$ cat config.mk
export PLATFORM = sky130hd
export DESIGN_NAME = ps2_tx_bank_flat
export DESIGN_NICKNAME = d
export VERILOG_FILES = /design/src/rtl/ps2_pkg.sv /design/src/rtl/ps2_tx_bank_if.sv /design/src/rtl/ps2_tx_chan.sv /design/src/rtl/ps2_tx_bank.sv /design/src/flat_wrapper.sv
export SDC_FILE = /design/constraint.sdc
export NUM_CORES = 1
export LEC_CHECK = 0
export BUFFER_PORTS_ARGS = -buffer_cell sky130_fd_sc_hd__buf_2
export CORE_ASPECT_RATIO = 1.25
export CORE_MARGIN = 1
export CORE_UTILIZATION = 50
export DETAILED_ROUTE_END_ITERATION = 8
export PLACE_DENSITY_LB_ADDON = 0.08
export SKIP_LAST_GASP = 1
export SLEW_MARGIN = 20
export SYNTH_ARGS = -nofsm -noshare
export SYNTH_HDL_FRONTEND = slang
export SYNTH_SLANG_ARGS = --single-unit
$ cat constraint.sdc
create_clock -name clk_sys -period 2.4 [get_ports clk_sys]
set_input_delay 0.24 -clock clk_sys [delete_from_list [all_inputs] [get_ports clk_sys]]
set_output_delay 0.24 -clock clk_sys [all_outputs]
set_load 0.05 [all_outputs]
$ cat src/rtl/ps2_pkg.sv
// Shared definitions for the PS/2 transmitter bank: frame states and the parity helper.
package ps2_pkg;

   typedef enum logic [3:0] {
      IDLE   = 4'd0,
      BIT0   = 4'd1,
      BIT1   = 4'd2,
      BIT2   = 4'd3,
      BIT3   = 4'd4,
      BIT4   = 4'd5,
      BIT5   = 4'd6,
      BIT6   = 4'd7,
      BIT7   = 4'd8,
      PARITY = 4'd9,
      STOP   = 4'd10,
      DONE   = 4'd11
   } ps2_state_e;

   localparam int FRAME_LEN = 11;

   // Odd parity: the parity bit makes the total count of ones in data+parity odd.
   function automatic logic odd_parity(input logic [7:0] b);
      return ~^b;
   endfunction

endpackage

$ cat src/rtl/ps2_tx_bank_if.sv
// Host-side bundle of the PS/2 transmitter bank: per-channel write/control strobes and status.
interface ps2_tx_bank_if #(
   parameter int CHANNELS  = 2,
   parameter int FIFO_BITS = 3
);
   logic [CHANNELS-1:0]               wr;
   logic [8*CHANNELS-1:0]             din;
   logic [CHANNELS-1:0]               flush;
   logic [CHANNELS-1:0]               clr_ovf;
   logic [CHANNELS-1:0]               inhibit;
   logic [CHANNELS-1:0]               full;
   logic [(FIFO_BITS+1)*CHANNELS-1:0] level;
   logic [CHANNELS-1:0]               overflow;
   logic [CHANNELS-1:0]               busy;
   logic [CHANNELS-1:0]               ps2_clk;
   logic [CHANNELS-1:0]               ps2_data;

   modport master (
      output wr, din, flush, clr_ovf, inhibit,
      input  full, level, overflow, busy, ps2_clk, ps2_data
   );

   modport slave (
      input  wr, din, flush, clr_ovf, inhibit,
      output full, level, overflow, busy, ps2_clk, ps2_data
   );
endinterface

$ cat src/rtl/ps2_tx_chan.sv
// One PS/2 device-side transmit channel: byte FIFO with level/overflow status and frame FSM.
//   state       | meaning
//   IDLE        | line released, waiting for a queued byte and no inhibit
//   BIT0..BIT7  | drive the next data bit, LSB first
//   PARITY      | drive the odd parity bit
//   STOP        | drive the stop bit (1)
//   DONE        | frame complete, pop the head byte
module ps2_tx_chan
   import ps2_pkg::*;
#(
   parameter int FIFO_BITS = 3
) (
   input  logic                 clk_sys,
   input  logic                 reset,
   input  logic                 tick,
   input  logic                 clk_ps2,
   input  logic                 wr,
   input  logic [7:0]           din,
   input  logic                 flush,
   input  logic                 clr_ovf,
   input  logic                 inhibit,
   output logic                 full,
   output logic [FIFO_BITS:0]   level,
   output logic                 overflow,
   output logic                 busy,
   output logic                 ps2_clk,
   output logic                 ps2_data
);
   localparam int DEPTH = 1 << FIFO_BITS;

   logic [7:0]           mem [DEPTH];
   logic [FIFO_BITS-1:0] wptr, rptr;
   ps2_state_e           st, st_nxt;
   logic [7:0]           shift, shift_nxt;
   logic                 parity, parity_nxt, data_nxt;
   logic                 push, pop;

   assign full    = (level == (FIFO_BITS+1)'(DEPTH));
   assign push    = wr && !full && !flush;
   assign busy    = (st != IDLE);
   assign ps2_clk = clk_ps2 | (st == IDLE);

   always_comb begin
      st_nxt     = st;
      shift_nxt  = shift;
      parity_nxt = parity;
      data_nxt   = ps2_data;
      pop        = 1'b0;
      // Abort is immediate; the head byte stays queued so the frame is resent whole.
      if (flush || (inhibit && st != IDLE)) begin
         st_nxt   = IDLE;
         data_nxt = 1'b1;
      end else if (tick) begin
         case (st)
            IDLE: begin
               if (level != '0 && !inhibit) begin
                  shift_nxt  = mem[rptr];
                  parity_nxt = odd_parity(mem[rptr]);
                  data_nxt   = 1'b0;
                  st_nxt     = BIT0;
               end
            end
            BIT0, BIT1, BIT2, BIT3, BIT4, BIT5, BIT6, BIT7: begin
               data_nxt  = shift[0];
               shift_nxt = {1'b0, shift[7:1]};
               st_nxt    = ps2_state_e'(st + 4'd1);
            end
            PARITY: begin
               data_nxt = parity;
               st_nxt   = STOP;
            end
            STOP: begin
               data_nxt = 1'b1;
               st_nxt   = DONE;
            end
            DONE: begin
               pop    = 1'b1;
               st_nxt = IDLE;
            end
            default: begin
               data_nxt = 1'b1;
               st_nxt   = IDLE;
            end
         endcase
      end
   end

   always_ff @(posedge clk_sys) begin
      if (reset) begin
         st       <= IDLE;
         shift    <= '0;
         parity   <= 1'b0;
         ps2_data <= 1'b1;
      end else begin
         st       <= st_nxt;
         shift    <= shift_nxt;
         parity   <= parity_nxt;
         ps2_data <= data_nxt;
      end
   end

   always_ff @(posedge clk_sys) begin
      if (reset || flush) begin
         wptr  <= '0;
         rptr  <= '0;
         level <= '0;
      end else begin
         if (push) wptr <= wptr + FIFO_BITS'(1);
         if (pop)  rptr <= rptr + FIFO_BITS'(1);
         case ({push, pop})
            2'b10:   level <= level + (FIFO_BITS+1)'(1);
            2'b01:   level <= level - (FIFO_BITS+1)'(1);
            default: level <= level;
         endcase
      end
   end

   always_ff @(posedge clk_sys) begin
      if (push) mem[wptr] <= din;
   end

   // A dropped write outranks a coincident clear.
   always_ff @(posedge clk_sys) begin
      if (reset)                        overflow <= 1'b0;
      else if (wr && full && !flush)    overflow <= 1'b1;
      else if (clr_ovf)                 overflow <= 1'b0;
   end

endmodule

$ cat src/rtl/ps2_tx_bank.sv
// Bank of independent PS/2 transmit channels sharing one PS/2 clock divider and tick.
module ps2_tx_bank #(
   parameter int CHANNELS  = 2,
   parameter int FIFO_BITS = 3,
   parameter int PS2DIV    = 1000
) (
   input  logic          clk_sys,
   input  logic          reset,
   ps2_tx_bank_if.slave  bus
);
   localparam int CW = $clog2(PS2DIV + 1);
   localparam int LW = FIFO_BITS + 1;

   logic [CW-1:0]          cnt;
   logic                   clk_ps2, clk_ps2_d, tick;
   logic [CHANNELS-1:0]    full_w, ovf_w, busy_w, pclk_w, pdata_w;
   logic [LW*CHANNELS-1:0] level_w;

   always_ff @(posedge clk_sys) begin
      if (reset) begin
         cnt       <= '0;
         clk_ps2   <= 1'b0;
         clk_ps2_d <= 1'b0;
      end else begin
         clk_ps2_d <= clk_ps2;
         if (cnt == CW'(PS2DIV)) begin
            cnt     <= '0;
            clk_ps2 <= ~clk_ps2;
         end else begin
            cnt <= cnt + CW'(1);
         end
      end
   end

   // High for the one cycle after clk_ps2 rises; channels shift their next bit then.
   assign tick = clk_ps2 & ~clk_ps2_d;

   for (genvar c = 0; c < CHANNELS; c++) begin : g_chan
      ps2_tx_chan #(.FIFO_BITS(FIFO_BITS)) u_chan (
         .clk_sys  (clk_sys),
         .reset    (reset),
         .tick     (tick),
         .clk_ps2  (clk_ps2),
         .wr       (bus.wr[c]),
         .din      (bus.din[8*c +: 8]),
         .flush    (bus.flush[c]),
         .clr_ovf  (bus.clr_ovf[c]),
         .inhibit  (bus.inhibit[c]),
         .full     (full_w[c]),
         .level    (level_w[LW*c +: LW]),
         .overflow (ovf_w[c]),
         .busy     (busy_w[c]),
         .ps2_clk  (pclk_w[c]),
         .ps2_data (pdata_w[c])
      );
   end

   assign bus.full     = full_w;
   assign bus.level    = level_w;
   assign bus.overflow = ovf_w;
   assign bus.busy     = busy_w;
   assign bus.ps2_clk  = pclk_w;
   assign bus.ps2_data = pdata_w;

endmodule

$ cat src/flat_wrapper.sv
// flat-port wrapper written by rule: the top's interface ports become plain ports
module ps2_tx_bank_flat 
#(
   parameter int CHANNELS  = 2,
   parameter int FIFO_BITS = 3,
   parameter int PS2DIV    = 1000
)
  (clk_sys, reset, bus_wr, bus_din, bus_flush, bus_clr_ovf, bus_inhibit, bus_full, bus_level, bus_overflow, bus_busy, bus_ps2_clk, bus_ps2_data);
  ps2_tx_bank_if #(.CHANNELS(CHANNELS), .FIFO_BITS(FIFO_BITS)) bus_i ();
  input  logic clk_sys;
  input  logic reset;
  input wire logic [$bits(bus_i.wr)-1:0] bus_wr;
  input wire logic [$bits(bus_i.din)-1:0] bus_din;
  input wire logic [$bits(bus_i.flush)-1:0] bus_flush;
  input wire logic [$bits(bus_i.clr_ovf)-1:0] bus_clr_ovf;
  input wire logic [$bits(bus_i.inhibit)-1:0] bus_inhibit;
  output wire logic [$bits(bus_i.full)-1:0] bus_full;
  output wire logic [$bits(bus_i.level)-1:0] bus_level;
  output wire logic [$bits(bus_i.overflow)-1:0] bus_overflow;
  output wire logic [$bits(bus_i.busy)-1:0] bus_busy;
  output wire logic [$bits(bus_i.ps2_clk)-1:0] bus_ps2_clk;
  output wire logic [$bits(bus_i.ps2_data)-1:0] bus_ps2_data;
  assign bus_i.wr = bus_wr;
  assign bus_i.din = bus_din;
  assign bus_i.flush = bus_flush;
  assign bus_i.clr_ovf = bus_clr_ovf;
  assign bus_i.inhibit = bus_inhibit;
  assign bus_full = bus_i.full;
  assign bus_level = bus_i.level;
  assign bus_overflow = bus_i.overflow;
  assign bus_busy = bus_i.busy;
  assign bus_ps2_clk = bus_i.ps2_clk;
  assign bus_ps2_data = bus_i.ps2_data;
  ps2_tx_bank #(.CHANNELS(CHANNELS), .FIFO_BITS(FIFO_BITS), .PS2DIV(PS2DIV)) u_core (.clk_sys(clk_sys), .reset(reset), .bus(bus_i));
endmodule
Word-level counts from Yosys, hierarchy flattened
Memories as Yosys holds them, arrays and structs flattened. A register that Yosys moved wholly into a read port is not among the register bits.
Cells that the tools add are included.
{"block": "totals", "regBits": 62, "ram_bits": 128, "input_bits": 26, "out_inout_bits": 18, "n_memories": 2}
{"block": "op_classes", "add_sub_neg": 11, "n_eq_ne": 31, "n_mux": 32, "bitwise": 9, "reduce_logical": 49}
{"name": "u_core.g_chan[0].u_chan.mem", "depth": 8, "width": 8, "rd": 1, "rd_clocked_by_memory_dff": 1, "write_ports": 1, "line_no": "ps2_tx_chan.sv:31", "text": "logic [7:0] mem [DEPTH];"}
{"name": "u_core.g_chan[1].u_chan.mem", "depth": 8, "width": 8, "rd": 1, "rd_clocked_by_memory_dff": 1, "write_ports": 1, "line_no": "ps2_tx_chan.sv:31"}
{"operator": "$eq A4 B4 Y1 const B", "n": 10}
{"operator": "$eq A4 B3 Y1 const B", "n": 8}
{"operator": "$pmux W4 S4", "n": 2}
{"operator": "$pmux W8 S2", "n": 2}
{"operator": "$add A4 B1 Y4 const B", "n": 4}
{"operator": "$eq A4 B2 Y1 const B", "n": 4}
{"operator": "$mux W1", "n": 16}
{"operator": "$mux W8", "n": 2}
{"operator": "$pmux W4 S2", "n": 2}
{"operator": "$reduce_and A4 Y1", "n": 4}
{"operator": "$reduce_bool A4 Y1", "n": 4}
{"operator": "$reduce_or A8 Y1", "n": 2}
{"operator": "$reduce_xnor A8 Y1", "n": 2}
{"operator": "$add A3 B1 Y3 const B", "n": 4}
{"operator": "$logic_and A1 B1 Y1", "n": 12}
{"operator": "$mux W3", "n": 4}
{"operator": "$reduce_bool A2 Y1", "n": 6}
{"operator": "$add A10 B1 Y10 const B", "n": 1}
{"operator": "$eq A10 B10 Y1 const B", "n": 1}
{"operator": "$eq A4 B1 Y1 const B", "n": 2}
{"operator": "$logic_not A4 Y1", "n": 2}
{"operator": "$mux W4", "n": 2}
{"operator": "$pmux W1 S4", "n": 2}
{"operator": "$sub A4 B1 Y4 const B", "n": 2}
{"operator": "11 further kinds", "n": 32}

Logic depth before layout (Yosys ltp)
Gate-level depths: netlist of the first run.
{"block": "logic_depth", "ltp_word": 6, "ltp_mapped": 11, "ltp_nobuf": 10}

Modules after synthesis
A second synthesis of the first run with hierarchy kept.
{"block": "hier_totals", "hier_cells": 617, "area_unflattened_um2": 8605.8}
{"mod": "ps2_tx_chan (u_core.g_chan[0].u_chan)", "instances": 1, "cells_each": 281, "area_per_inst_um2": 4016.4, "seq_area_each_um2": 2482.4}
{"mod": "ps2_tx_chan (u_core.g_chan[1].u_chan)", "instances": 1, "cells_each": 271, "area_per_inst_um2": 3977.6, "seq_area_each_um2": 2482.4}
{"mod": "ps2_tx_bank", "instances": 1, "cells_each": 65, "area_per_inst_um2": 611.8, "seq_area_each_um2": 240.2}

Worst setup path before layout of the first run
Ideal clock, no wire load.
{"block": "synth_timing", "path_type": "register to register", "from": "register u_core.g_chan[0].u_chan.level[1]", "to": "register u_core.g_chan[0].u_chan.level[2]", "arrival_time_ns": 2.935, "required_time_ns": 2.329, "slack_ns": -0.606, "path_stages_with_launch": 12, "path_buffers": 1, "synth_period_minus_slack_ns": 3.006, "path_cell_list": "dfxtp_1 -> clkbuf_1 -> nor4b_1 -> nor3b_1 -> clkinv_1 -> ha_1 -> xor2_1 -> ha_1 -> a21oi_1 -> xor2_1 -> or3_1 -> a21oi_1"}
{"block": "synth_via", "elab_chain_len": 6}
{"element": "start, declared", "line_no": "ps2_tx_chan.sv:23", "text": "output logic [FIFO_BITS:0] level,"}
{"element": "start signal, assigned", "line_no": "ps2_tx_chan.sv:111", "text": "2'b10: level <= level + (FIFO_BITS+1)'(1);"}
{"element": "start signal, assigned", "line_no": "ps2_tx_chan.sv:112", "text": "2'b01: level <= level - (FIFO_BITS+1)'(1);"}
{"element": "start signal, assigned", "line_no": "ps2_tx_chan.sv:113", "text": "default: level <= level;"}
{"element": "$eq A4 B4 Y1 *", "line_no": "ps2_tx_chan.sv:38", "text": "assign full = (level == (FIFO_BITS+1)'(DEPTH));"}
{"element": "named net u_core.g_chan[0].u_chan.full", "line_no": "ps2_tx_chan.sv:22", "text": "output logic full,"}
{"element": "$logic_not A1 Y1 *", "line_no": "ps2_tx_chan.sv:39", "text": "assign push = wr && !full && !flush;"}
{"element": "$logic_and A1 B1 Y1 * (2 in a row)", "line_no": "ps2_tx_chan.sv:39"}
{"element": "$eq A2 B1 Y1 or $eq A2 B2 Y1 (tied branches)", "line_no": "ps2_tx_chan.sv:110", "text": "case ({push, pop})"}
{"element": "$pmux W4 S2 or $reduce_bool A2 Y1 (tied branches)"}
The timed path passes the listed nets; every way through them passes the cells marked *.
A chain may end at the register's enable or synchronous reset.

Final worst setup path of the first run
{"block": "layout_timing", "from": "register u_core.g_chan[0].u_chan.st[2]", "to": "register u_core.g_chan[0].u_chan.level[2]"}
{"block": "layout_via", "elab_chain_len": 6}
{"element": "start, declared", "line_no": "ps2_tx_chan.sv:33", "text": "ps2_state_e st, st_nxt;"}
{"element": "start signal, assigned", "line_no": "ps2_tx_chan.sv:95", "text": "st <= st_nxt;"}
{"element": "$eq A4 B4 Y1 or $reduce_bool A4 Y1 (tied branches)", "line_no": "ps2_tx_chan.sv:54, ps2_tx_chan.sv:50"}
{"element": "$mux W1 or $logic_and A1 B1 Y1 (tied branches)", "line_no": "ps2_tx_chan.sv:54, ps2_tx_chan.sv:50"}
{"element": "$mux W1 or $logic_or A1 B1 Y1 (tied branches)", "line_no": "ps2_tx_chan.sv:53, ps2_tx_chan.sv:50"}
{"element": "$mux W1 *", "line_no": "ps2_tx_chan.sv:50", "text": "if (flush || (inhibit && st != IDLE)) begin"}
{"element": "named net u_core.g_chan[0].u_chan.pop", "line_no": "ps2_tx_chan.sv:36", "text": "logic push, pop;"}
{"element": "$eq A2 B1 Y1 or $eq A2 B2 Y1 (tied branches)", "line_no": "ps2_tx_chan.sv:110"}
{"element": "$pmux W4 S2 or $reduce_bool A2 Y1 (tied branches)"}
Marked as above.

==> results of run 1 <==
[cells by family (layout without fill, tap and decap cells)]
| family | after synthesis | after routing | share of synthesized area (%) |
|---|---|---|---|
| AND/OR/NAND/NOR | 175 | 175 | 9.88 |
| AO/OA/AOI/OAI | 84 | 84 | 6.48 |
| adder cells (fa/ha/maj) | 20 | 20 | 2.96 |
| buffers and inverters | 46 | 129 | 3.25 |
| flip-flops | 196 | 196 | 61.5 |
| XOR/XNOR | 37 | 37 | 4.01 |
| multiplexers | 56 | 56 | 11.9 |
[layout by cell type, fill, tap and decap left out, types with 3 or more instances in the layout]
master / count
edfxtp_1: 128
nor2_1: 58
dfxtp_1: 54
nand2_1: 52
buf_2: 43
buf_4: 41
a21oi_1: 32
mux4_2: 32
mux2i_1: 19
xor2_1: 18
xnor2_1: 17
clkbuf_16: 17
o211ai_1: 15
ha_1: 15
nand2b_1: 11
dfxtp_2: 11
o21ai_0: 10
inv_1: 8
nand3_1: 7
or3_1: 6
nor3_1: 5
clkinvlp_4: 5
inv_6: 5
or2_2: 4
o21a_1: 4
nor3b_2: 3
nand4b_1: 3
a21o_1: 3
a311oi_1: 3
a21oi_2: 3
mux2i_4: 3
nor4bb_1: 3
nand3b_1: 3
a41oi_1: 3
ha_2: 3
dfxtp_4: 3
[cells in the mapped netlist (2+ instances only)]
master	instances
o21a_1	4
o21ai_0	10
buf_6	4
buf_4	11
o211ai_1	15
nand4b_1	3
ha_1	20
a21o_1	3
mux4_2	32
edfxtp_1	128
nor4_1	2
mux2i_2	2
dfxtp_1	68
nor2_1	58
nor4b_1	2
xnor2_2	2
a41oi_1	3
a21oi_1	35
a32oi_1	2
nand2_1	54
nor3b_1	3
clkbuf_1	15
nand2b_1	12
clkinv_1	2
nor4bb_1	4
xor2_1	18
buf_2	3
mux2i_4	3
mux2i_1	19
and3_1	2
xnor2_1	17
or2_1	2
nor3_1	7
nand3b_1	3
or3_1	6
a311oi_1	3
or2_2	4
nand3_1	7
inv_1	8
nor2b_1	4
[report_power, final]
group / internal [mW] / leakage (nW) / switching [mW]
clock: 1.46 / 0.267 / 1.27
sequential: 3.60 / 1.71 / 0.0136
combinational: 0.0874 / 1.36 / 0.127
[state kept, by name, summed over array words and instances, names as in the netlist, 2 cells and up, named ones only]
signal / count
u_core.g_chan.u_chan.wptr: 6
u_core.g_chan.u_chan.st: 8
u_core.cnt: 10
u_core.g_chan.u_chan.ps2_data: 2
u_core.g_chan.u_chan.level: 8
u_core.g_chan.u_chan.overflow: 2
u_core.g_chan.u_chan.parity: 2
u_core.g_chan.u_chan.shift: 16
u_core.g_chan.u_chan.mem: 128
u_core.g_chan.u_chan.rptr: 6
[how the worst min path moves through the flow]
stage / slack, ns / depth (start not counted) / to / startpoint
after floorplan: 0.34 / 0 / u_core.g_chan[0].u_chan.mem[0][0] / bus_din[0]
after global placement: 0.44 / 2 / u_core.g_chan[0].u_chan.shift[1] / u_core.g_chan[0].u_chan.shift[1]
after detailed placement: 0.44 / 2 / u_core.g_chan[0].u_chan.shift[2] / u_core.g_chan[0].u_chan.shift[2]
after CTS: 0.06 / 3 / u_core.g_chan[1].u_chan.overflow / bus_clr_ovf[1]
after global routing: 0.06 / 3 / u_core.g_chan[0].u_chan.overflow / bus_clr_ovf[0]
final: 0.07 / 3 / u_core.g_chan[1].u_chan.overflow / bus_clr_ovf[1]
[layout make-up]
cell class	count	area (sq um)
sequential	196	5230
clock buffer	17	425
clock inverter	15	144
multi-input combinational	372	3130
timing repair buffer	86	563
inverter	11	41.3
tap	216	270
fill	1335	6590
[through the flow]
| stage | hold slack (ns) | util [%] |
|---|---|---|
| floorplan | 0.339 | - |
| CTS | 0.0572 | 58.9 |
| detailed placement | 0.445 | 55.3 |
| global route | 0.0634 | 59.8 |
| global placement | 0.440 | 55.3 |
| finish | 0.0727 | 59.8 |
[metal layers]
| layer | vias to the layer above | global-route usage (%) |
|---|---|---|
| li1 | 2413 | - |
| met1 | 2489 | 23.2 |
| met2 | 86 | 36.4 |
| met3 | 12 | 3.86 |
| met4 | 0 | 5.77 |
| met5 | - | 0 |
[repair_timing]
action	CTS	global route
gates resized for setup	1	27
endpoints found under the setup margin	1	20
pin swaps	0	4
endpoints found under the hold margin	0	0
buffers inserted	0	7
[worst max-delay path, delay by kind of cell (launching register included)]
family,cells,cell delay (ns)
simple gates,4,0.94
fa+ha+maj,2,0.40
flops,1,0.37
xor+xnor,2,0.36
compound gates,2,0.18
==> reports/metrics.csv, run 1 <==
stage,metric,value,unit
grt,grt_max_degree,19,
layout,layout-drive-gt1-share,29.1,%
worst_setup_path,cp_max_fo,6,
worst_setup_path,cp-end-kind,flop,
clocking,cts.sinks,196,
clocking,cts_max_level,4,
synth,synth_area_leaders,"edfxtp_1 (45%), dfxtp_1 (16%), mux4_2 (8.5%)",
synth,synth_edf_count,128,
timing,fin_skew,0.00821,ns
die,start_util,51.6,%
placed_design,portBuffers,43,
worst_setup_path,crit_type,reg -> reg,
worst_setup_path,critPathLaunch,u_core.g_chan[0].u_chan.st[2],
timing,slew_headroom,35.7,%
synth,yosysUniqueCellTypes,54,
route,ant_nets,0,
synth,ys.flop_type,edfxtp_1,
route,wl_per_cell,17.7,microns
timing,finalHoldViolations,0,
clocking,clkLatencyLatePin,0.43,ns
status,outcome,finished clean,
route,firstDrtPassIters,5,
synth,yosys_warnings,0,
pwr,power_density,669,nW/um^2
clocking,postCtsHoldBufs,0,
route,via_per_inst,5.48,
timing,tightest_slew,0.962,ns
synth,yosysSeqAreaShare,61.5,%
synth,postSynthCellCount,614,
placed_design,dp_slack,0.0284,ns
synth,netlist_area,8460,sq um
clocking,cts_tree,done,
worst_setup_path,critPathSlowestCell,dfxtp_4,
synth,syn_nets,660,
layout,nets,730,
placed_design,place_congestion,0.814,
route,vias,5000,
worst_setup_path,cp.required,2.75,ns
die,row_count,52,
layout,antenna_cells,0,
die,die_y,147,microns
clocking,clk_pin_slew,0.07,ns
route,wl_met3,480,microns
pwr,vdd_drop_max,0.466,mV
worst_setup_path,crit_chain,"and2b_2, nand2_4, nor3_4, ha_4, xor2_1, ha_2, a21oi_2, xor2_1, or3_1, a21oi_1",
synth,synth-async-reset-ratio,0,%
placed_design,postPlaceCellArea,9070,sq um
synth,synth_area_leader_cell,edfxtp_1,
die,die_area,17400,sq um
worst_setup_path,r2r_slack,0.07,ns
grt,overflow,0,
grt,grt_pass1_vias,5067,
die,core_area,16400,sq um
hold_path,hold_path_class,in -> reg,
worst_setup_path,reg2reg_depth,10,
grt,grt_pass1_wl,25900,microns
pwr,p_leak,3.34,nW
route,wl_met1,6670,microns
timing,setup_ws,0.0739,ns
timing,period_minus_slack,2.33,ns
placed_design,dpl.hpwl,11100,microns
timing,max_freq,430,MHz
route,drt_iter0_drc,300,
route,routed.top_layer,met4,
timing,finalMaxSlewViolations,0,
pwr,total_power,6.56,mW
clocking,cts_buffer_depth,2,
clocking,cts_buffers,17,
timing,finalSetupViolCount,0,
synth,avgSynthCellArea,13.8,sq um
worst_setup_path,critPathCapture,u_core.g_chan[0].u_chan.level[2],
worst_setup_path,cp_slowest_stage_delay,0.37,ns
route,route.detailed.drc,0,
layout,finalNonFillerCells,913,
placed_design,numPlacedInstances,874,
grt,track_usage,19.7,%
worst_setup_path,reg2reg_from,u_core.g_chan[0].u_chan.st[2],
clocking,clock_tree.root_cell,clkbuf_16,
route,drt-total-wl,16100,microns
layout,area_delta_synth_final,15.9,%
timing,min_period_over_period,96.9,%
worst_setup_path,crit_top_cell,xor2_1,
layout,fin_area,9810,sq um
run,cap_violations,0,
die,die_x,118,microns
worst_setup_path,r2r-end,u_core.g_chan[0].u_chan.level[2],
route,met2_wirelength,8850,microns
synth,synth_top_area_share,45.4,%
worst_setup_path,startpoint_type,flop,
timing,setup_tns,0,ns
worst_setup_path,worstPathArrival,2.68,ns
die,pin_count,44,
synth,synth-seq-cells,196,
grt,antenna_found_initial,0,
(Power assumes the default switching activity.)
==> run 2, diff against run 1 <==
CORE_ASPECT_RATIO = not set   (was 1.25)
clock period = 2.8 ns   (was 2.4 ns; I/O delays follow)
==> reports/metrics.csv, run 2 (synthesis gave the netlist of run 1 again) <==
stage,metric,value,unit
status,outcome,finished clean,
timing,setup_tns,0,ns
worst_setup_path,startpoint_type,flop,
pwr,total_power,5.57,mW
worst_setup_path,crit_buf_inv,2,
clocking,cts.sinks,196,
layout,final_cell_mix,"edfxtp_1 (128), dfxtp_1 (66), nor2_1 (58), nand2_1 (54), buf_2 (43)",
layout,layout-drive-gt1-share,22.8,%
timing,slew_headroom,48.1,%
timing,finalHoldViolations,0,
worst_setup_path,worstPathArrival,2.27,ns
worst_setup_path,cp_max_fo,6,
route,route.detailed.drc,0,
timing,fin_skew,0.0111,ns
timing,period_minus_slack,2.55,ns
route,wl_per_cell,16.9,microns
timing,finalSetupViolCount,0,
worst_setup_path,critPathSlowestCell,nor3b_1,
layout,reg_top3,"u_core.g_chan.u_chan.mem (128), u_core.g_chan.u_chan.shift (16), u_core.cnt (10)",
layout,layout_commonest_cell,edfxtp_1,
die,core_area,16500,sq um
hold_path,hold_path_class,in -> reg,
clocking,clkLatencyLatePin,0.43,ns
placed_design,dpl.hpwl,9920,microns
route,drt_iter0_drc,246,
worst_setup_path,cp.required,2.52,ns
grt,overflow,0,
die,pin_count,44,
grt,antenna_found_initial,0,
worst_setup_path,cp-end-kind,output port,
clocking,cts_tree,done,
layout,largest_reg_flops,128,
layout,area_delta_synth_final,12.6,%
pwr,vdd_drop_max,0.475,mV
die,row_count,47,
timing,min_period_over_period,91.1,%
die,die_x,132,microns
die,die_area,17400,sq um
route,via_per_inst,5.47,
grt,grt_pass1_wl,24600,microns
timing,max_freq,392,MHz
placed_design,place_congestion,0.779,
clocking,cts_max_level,4,
layout,antenna_cells,0,
grt,grt_max_degree,28,
route,drt-total-wl,15200,microns
worst_setup_path,crit_type,reg -> out,
layout,fin_area,9530,sq um
layout,largest-register,u_core.g_chan.u_chan.mem,
route,ant_nets,0,
clocking,postCtsHoldBufs,0,
layout,fill_cells,1336,
clocking,clk_pin_slew,0.07,ns
layout,final_util,57.7,%
placed_design,portBuffers,43,
route,vias,4932,
timing,finalMaxSlewViolations,0,
timing,tightest_slew,0.778,ns
timing,grt_setup_unrepaired,no,
grt,grt_pass1_vias,4850,
placed_design,postPlaceCellArea,8940,sq um
worst_setup_path,cp_top_family,simple AND/OR/NAND/NOR gates,
layout,nets,714,
pwr,p_leak,3.21,nW
clocking,clock_tree.root_cell,clkbuf_16,
run,cap_violations,0,
clocking,cts_buffers,17,
worst_setup_path,cp_slowest_stage_delay,0.67,ns
die,die_y,132,microns
worst_setup_path,crit_chain,"inv_1, ha_1, nor3b_1, or2_2, buf_2",
clocking,cts_buffer_depth,2,
die,start_util,51.2,%
route,firstDrtPassIters,5,
pwr,power_density,585,nW/um^2
grt,track_usage,18.6,%
[run 2: metrics by stage]
| stage | std cells | hold WS [ns] | worst slack [ns] |
|---|---|---|---|
| floorplan | 614 | 0.379 | 0.113 |
| global placement | 868 | 0.438 | 0.383 |
| detailed placement | 868 | 0.445 | 0.218 |
| CTS | 900 | 0.0968 | 0.204 |
| global route | 901 | 0.100 | 0.00748 |
| finish | 901 | 0.114 | 0.248 |
[run 2: area by class of cell]
cell class / count / area, sq um / share of cell area [%]
clock buffer: 17 / 425 / 4.47
multi-input combinational: 372 / 3010 / 31.6
sequential: 196 / 5210 / 54.7
tap: 220 / 275 / 2.89
clock inverter: 15 / 139 / 1.46
inverter: 11 / 41.3 / 0.433
timing repair buffer: 70 / 430 / 4.52
[run 2: where the power goes]
part           leakage, nW  switching (mW)  internal [mW]
logic                 1.24           0.103         0.0695
clock network        0.269            1.12           1.18
registers             1.71          0.0105           3.09
[run 2: worst paths after layout]
path                                                        from                                end  slack [ns]  cells after the start
worst max-delay path               u_core.g_chan[0].u_chan.st[0]                     bus_ps2_clk[0]        0.25                      5
worst min-delay path                                  bus_din[4]  u_core.g_chan[0].u_chan.mem[2][4]        0.11                      1
worst max register to register  u_core.g_chan[1].u_chan.level[0]   u_core.g_chan[1].u_chan.level[2]        0.26                     10
worst min register to register  u_core.g_chan[0].u_chan.shift[1]   u_core.g_chan[0].u_chan.shift[1]        0.45                      2
[run 2: repair_timing]
action | CTS | global route
gates resized for setup | 0 | 4
setup buffers | 0 | 1
endpoints found under the setup margin | 0 | 10
endpoints found under the hold margin | 0 | 0
[run 2: worst reg2reg max path: cells and delay by family, from the launching register on]
kind | cells | cell delay [ns]
AND/OR/NAND/NOR | 3 | 0.76
adder cells (fa/ha/maj) | 2 | 0.49
flip-flops | 1 | 0.47
AO/OA/AOI/OAI | 2 | 0.31
XOR/XNOR | 2 | 0.27
buffers and inverters | 1 | 0.18
[run 2: metal layers]
metal / vias to the layer above / part of all wire [%] / track usage [%]
met3: 18 / 4.4 / 4.50
met1: 2430 / 46 / 25.0
met5: - / 0 / 0
met4: 0 / 1.6 / 6.78
li1: 2376 / - / -
met2: 108 / 48 / 29.6
==> run 3, diff against run 2 <==
RECOVER_POWER = 50   (was not set)
==> reports/metrics.csv, run 3 (synthesis gave the netlist of run 1 again) <==
stage,metric,value,unit
route,route.detailed.drc,0,
die,die_area,17400,sq um
worst_setup_path,reg2reg_from,u_core.g_chan[1].u_chan.level[0],
placed_design,portBuffers,43,
grt,grtUsageMet2,29.6,%
worst_setup_path,reg2reg_depth,10,
clocking,clock_tree.root_cell,clkbuf_16,
timing,finalSetupViolCount,0,
layout,reg_top3,"u_core.g_chan.u_chan.mem (128), u_core.g_chan.u_chan.shift (16), u_core.cnt (10)",
placed_design,place_congestion,0.779,
worst_setup_path,crit_type,reg -> reg,
clocking,clkLatencyLatePin,0.43,ns
placed_design,numPlacedInstances,868,
layout,largest-register,u_core.g_chan.u_chan.mem,
timing,tightest_slew,0.769,ns
clocking,cts_max_level,4,
timing,period_minus_slack,2.54,ns
clocking,clk_pin_slew,0.08,ns
grt,grt_max_degree,28,
hold_path,min-delay-start,bus_clr_ovf[1],
layout,nets,714,
clocking,cts_buffer_depth,2,
pwr,power_density,587,nW/um^2
layout,final_util,57.4,%
grt,antenna_found_initial,0,
pwr,vdd_drop_max,0.473,mV
route,firstDrtPassIters,4,
worst_setup_path,critPathLaunch,u_core.g_chan[1].u_chan.level[0],
die,pin_count,44,
timing,fin_skew,0.0110,ns
layout,antenna_cells,0,
route,drt-total-wl,15200,microns
worst_setup_path,startpoint_type,flop,
hold_path,hold_end,u_core.g_chan[1].u_chan.overflow,
die,start_util,51.2,%
run,cap_violations,0,
die,row_count,47,
clocking,postCtsHoldBufs,0,
grt,met1_usage,25.0,%
grt,overflow,0,
hold_path,hold_depth,3,
hold_path,hold_path_class,in -> reg,
layout,layout_commonest_cell,edfxtp_1,
route,vias,4875,
die,core_area,16500,sq um
worst_setup_path,worstPathArrival,2.90,ns
layout,fill_cells,1345,
timing,grt_setup_unrepaired,no,
timing,setup_tns,0,ns
layout,largest_reg_flops,128,
worst_setup_path,cp-end-kind,flop,
route,via_per_inst,5.41,
timing,finalMaxSlewViolations,0,
die,die_y,132,microns
grt,track_usage,18.6,%
timing,min_period_over_period,90.6,%
worst_setup_path,cp_max_fo,8,
grt,grtUsageMet3,4.50,%
layout,layout-drive-gt1-share,18.5,%
clocking,cts.sinks,196,
pwr,p_leak,3.12,nW
clocking,cts_buffers,17,
placed_design,dpl.hpwl,9920,microns
grt,grt.busiest_layer,met2,
timing,finalHoldViolations,0,
worst_setup_path,cp.required,3.17,ns
clocking,cts_tree,done,
route,ant_nets,0,
worst_setup_path,r2r_slack,0.26,ns
die,die_x,132,microns
route,drt_iter0_drc,257,
layout,area_delta_synth_final,12.1,%
worst_setup_path,r2r-end,u_core.g_chan[1].u_chan.level[2],
timing,slew_headroom,48.6,%
layout,final_cell_mix,"edfxtp_1 (128), dfxtp_1 (66), nor2_1 (58), nand2_1 (54), a21oi_1 (35)",
route,wl_per_cell,16.9,microns
grt,grt_pass1_vias,4850,
layout,finalNonFillerCells,901,
grt,grt_pass1_wl,24600,microns
status,outcome,finished clean,
timing,max_freq,394,MHz
==> run 3: worst max path at each step <==
stage,end,slack (ns),cells past startpoint
3_3_place_gp,u_core.g_chan[0].u_chan.level[2],0.38,10
4_1_cts,u_core.g_chan[0].u_chan.level[2],0.20,10
3_5_place_dp,u_core.g_chan[0].u_chan.level[2],0.22,10
5_1_grt,u_core.g_chan[1].u_chan.level[2],0.01,10
2_1_floorplan,u_core.g_chan[0].u_chan.level[2],0.11,10
6_report,u_core.g_chan[1].u_chan.level[2],0.26,10
==> run 3: critical path, cell delays in order (launching register included) <==
cell      delay [ns]
dfxtp_1         0.47
nor4b_2         0.12
nor3b_2         0.33
clkinv_1        0.18
ha_1            0.30
xor2_1          0.17
ha_1            0.19
a21oi_1         0.17
xor2_1          0.10
or3_1           0.31
a21oi_1         0.14
==> run 3: what timing repair did <==
item / in CTS / in global routing
gates resized for setup: 0 / 4
buffers inserted: 0 / 1
endpoints found under the setup margin: 0 / 10
==> run 3: cell type report <==
type	instances	area (sq um)	area share (%)
clock buffer	17	425	4.48
clock inverter	15	139	1.46
inverter	11	41.3	0.435
multi-input combinational	372	3010	31.7
sequential	196	5210	54.9
tap	220	275	2.90
timing repair buffer	70	389	4.10
==> run 3: per-stage QoR <==
step / setup WS (ns) / area, sq um / total power, mW / hold WS, ns
after floorplan: 0.113 / 8470 / 3.27 / 0.379
after global placement: 0.383 / 8940 / 3.33 / 0.438
after detailed placement: 0.218 / 8940 / 3.34 / 0.445
after CTS: 0.204 / 9500 / 5.63 / 0.0968
after global routing: 0.0121 / 9490 / 5.76 / 0.129
final: 0.264 / 9490 / 5.57 / 0.125
==> run 3: routing by layer <==
layer	routed length, microns	share of wire, %
met4	263	1.7
met1	7070	46
met5	0	0
met2	7280	48
met3	624	4.1
==> run 3: power by group <==
part | internal, mW | switching (mW) | total (mW)
combinational | 0.0659 | 0.103 | 0.169
sequential | 3.09 | 0.0105 | 3.10
clock | 1.18 | 1.12 | 2.30
total | 4.33 | 1.24 | 5.57
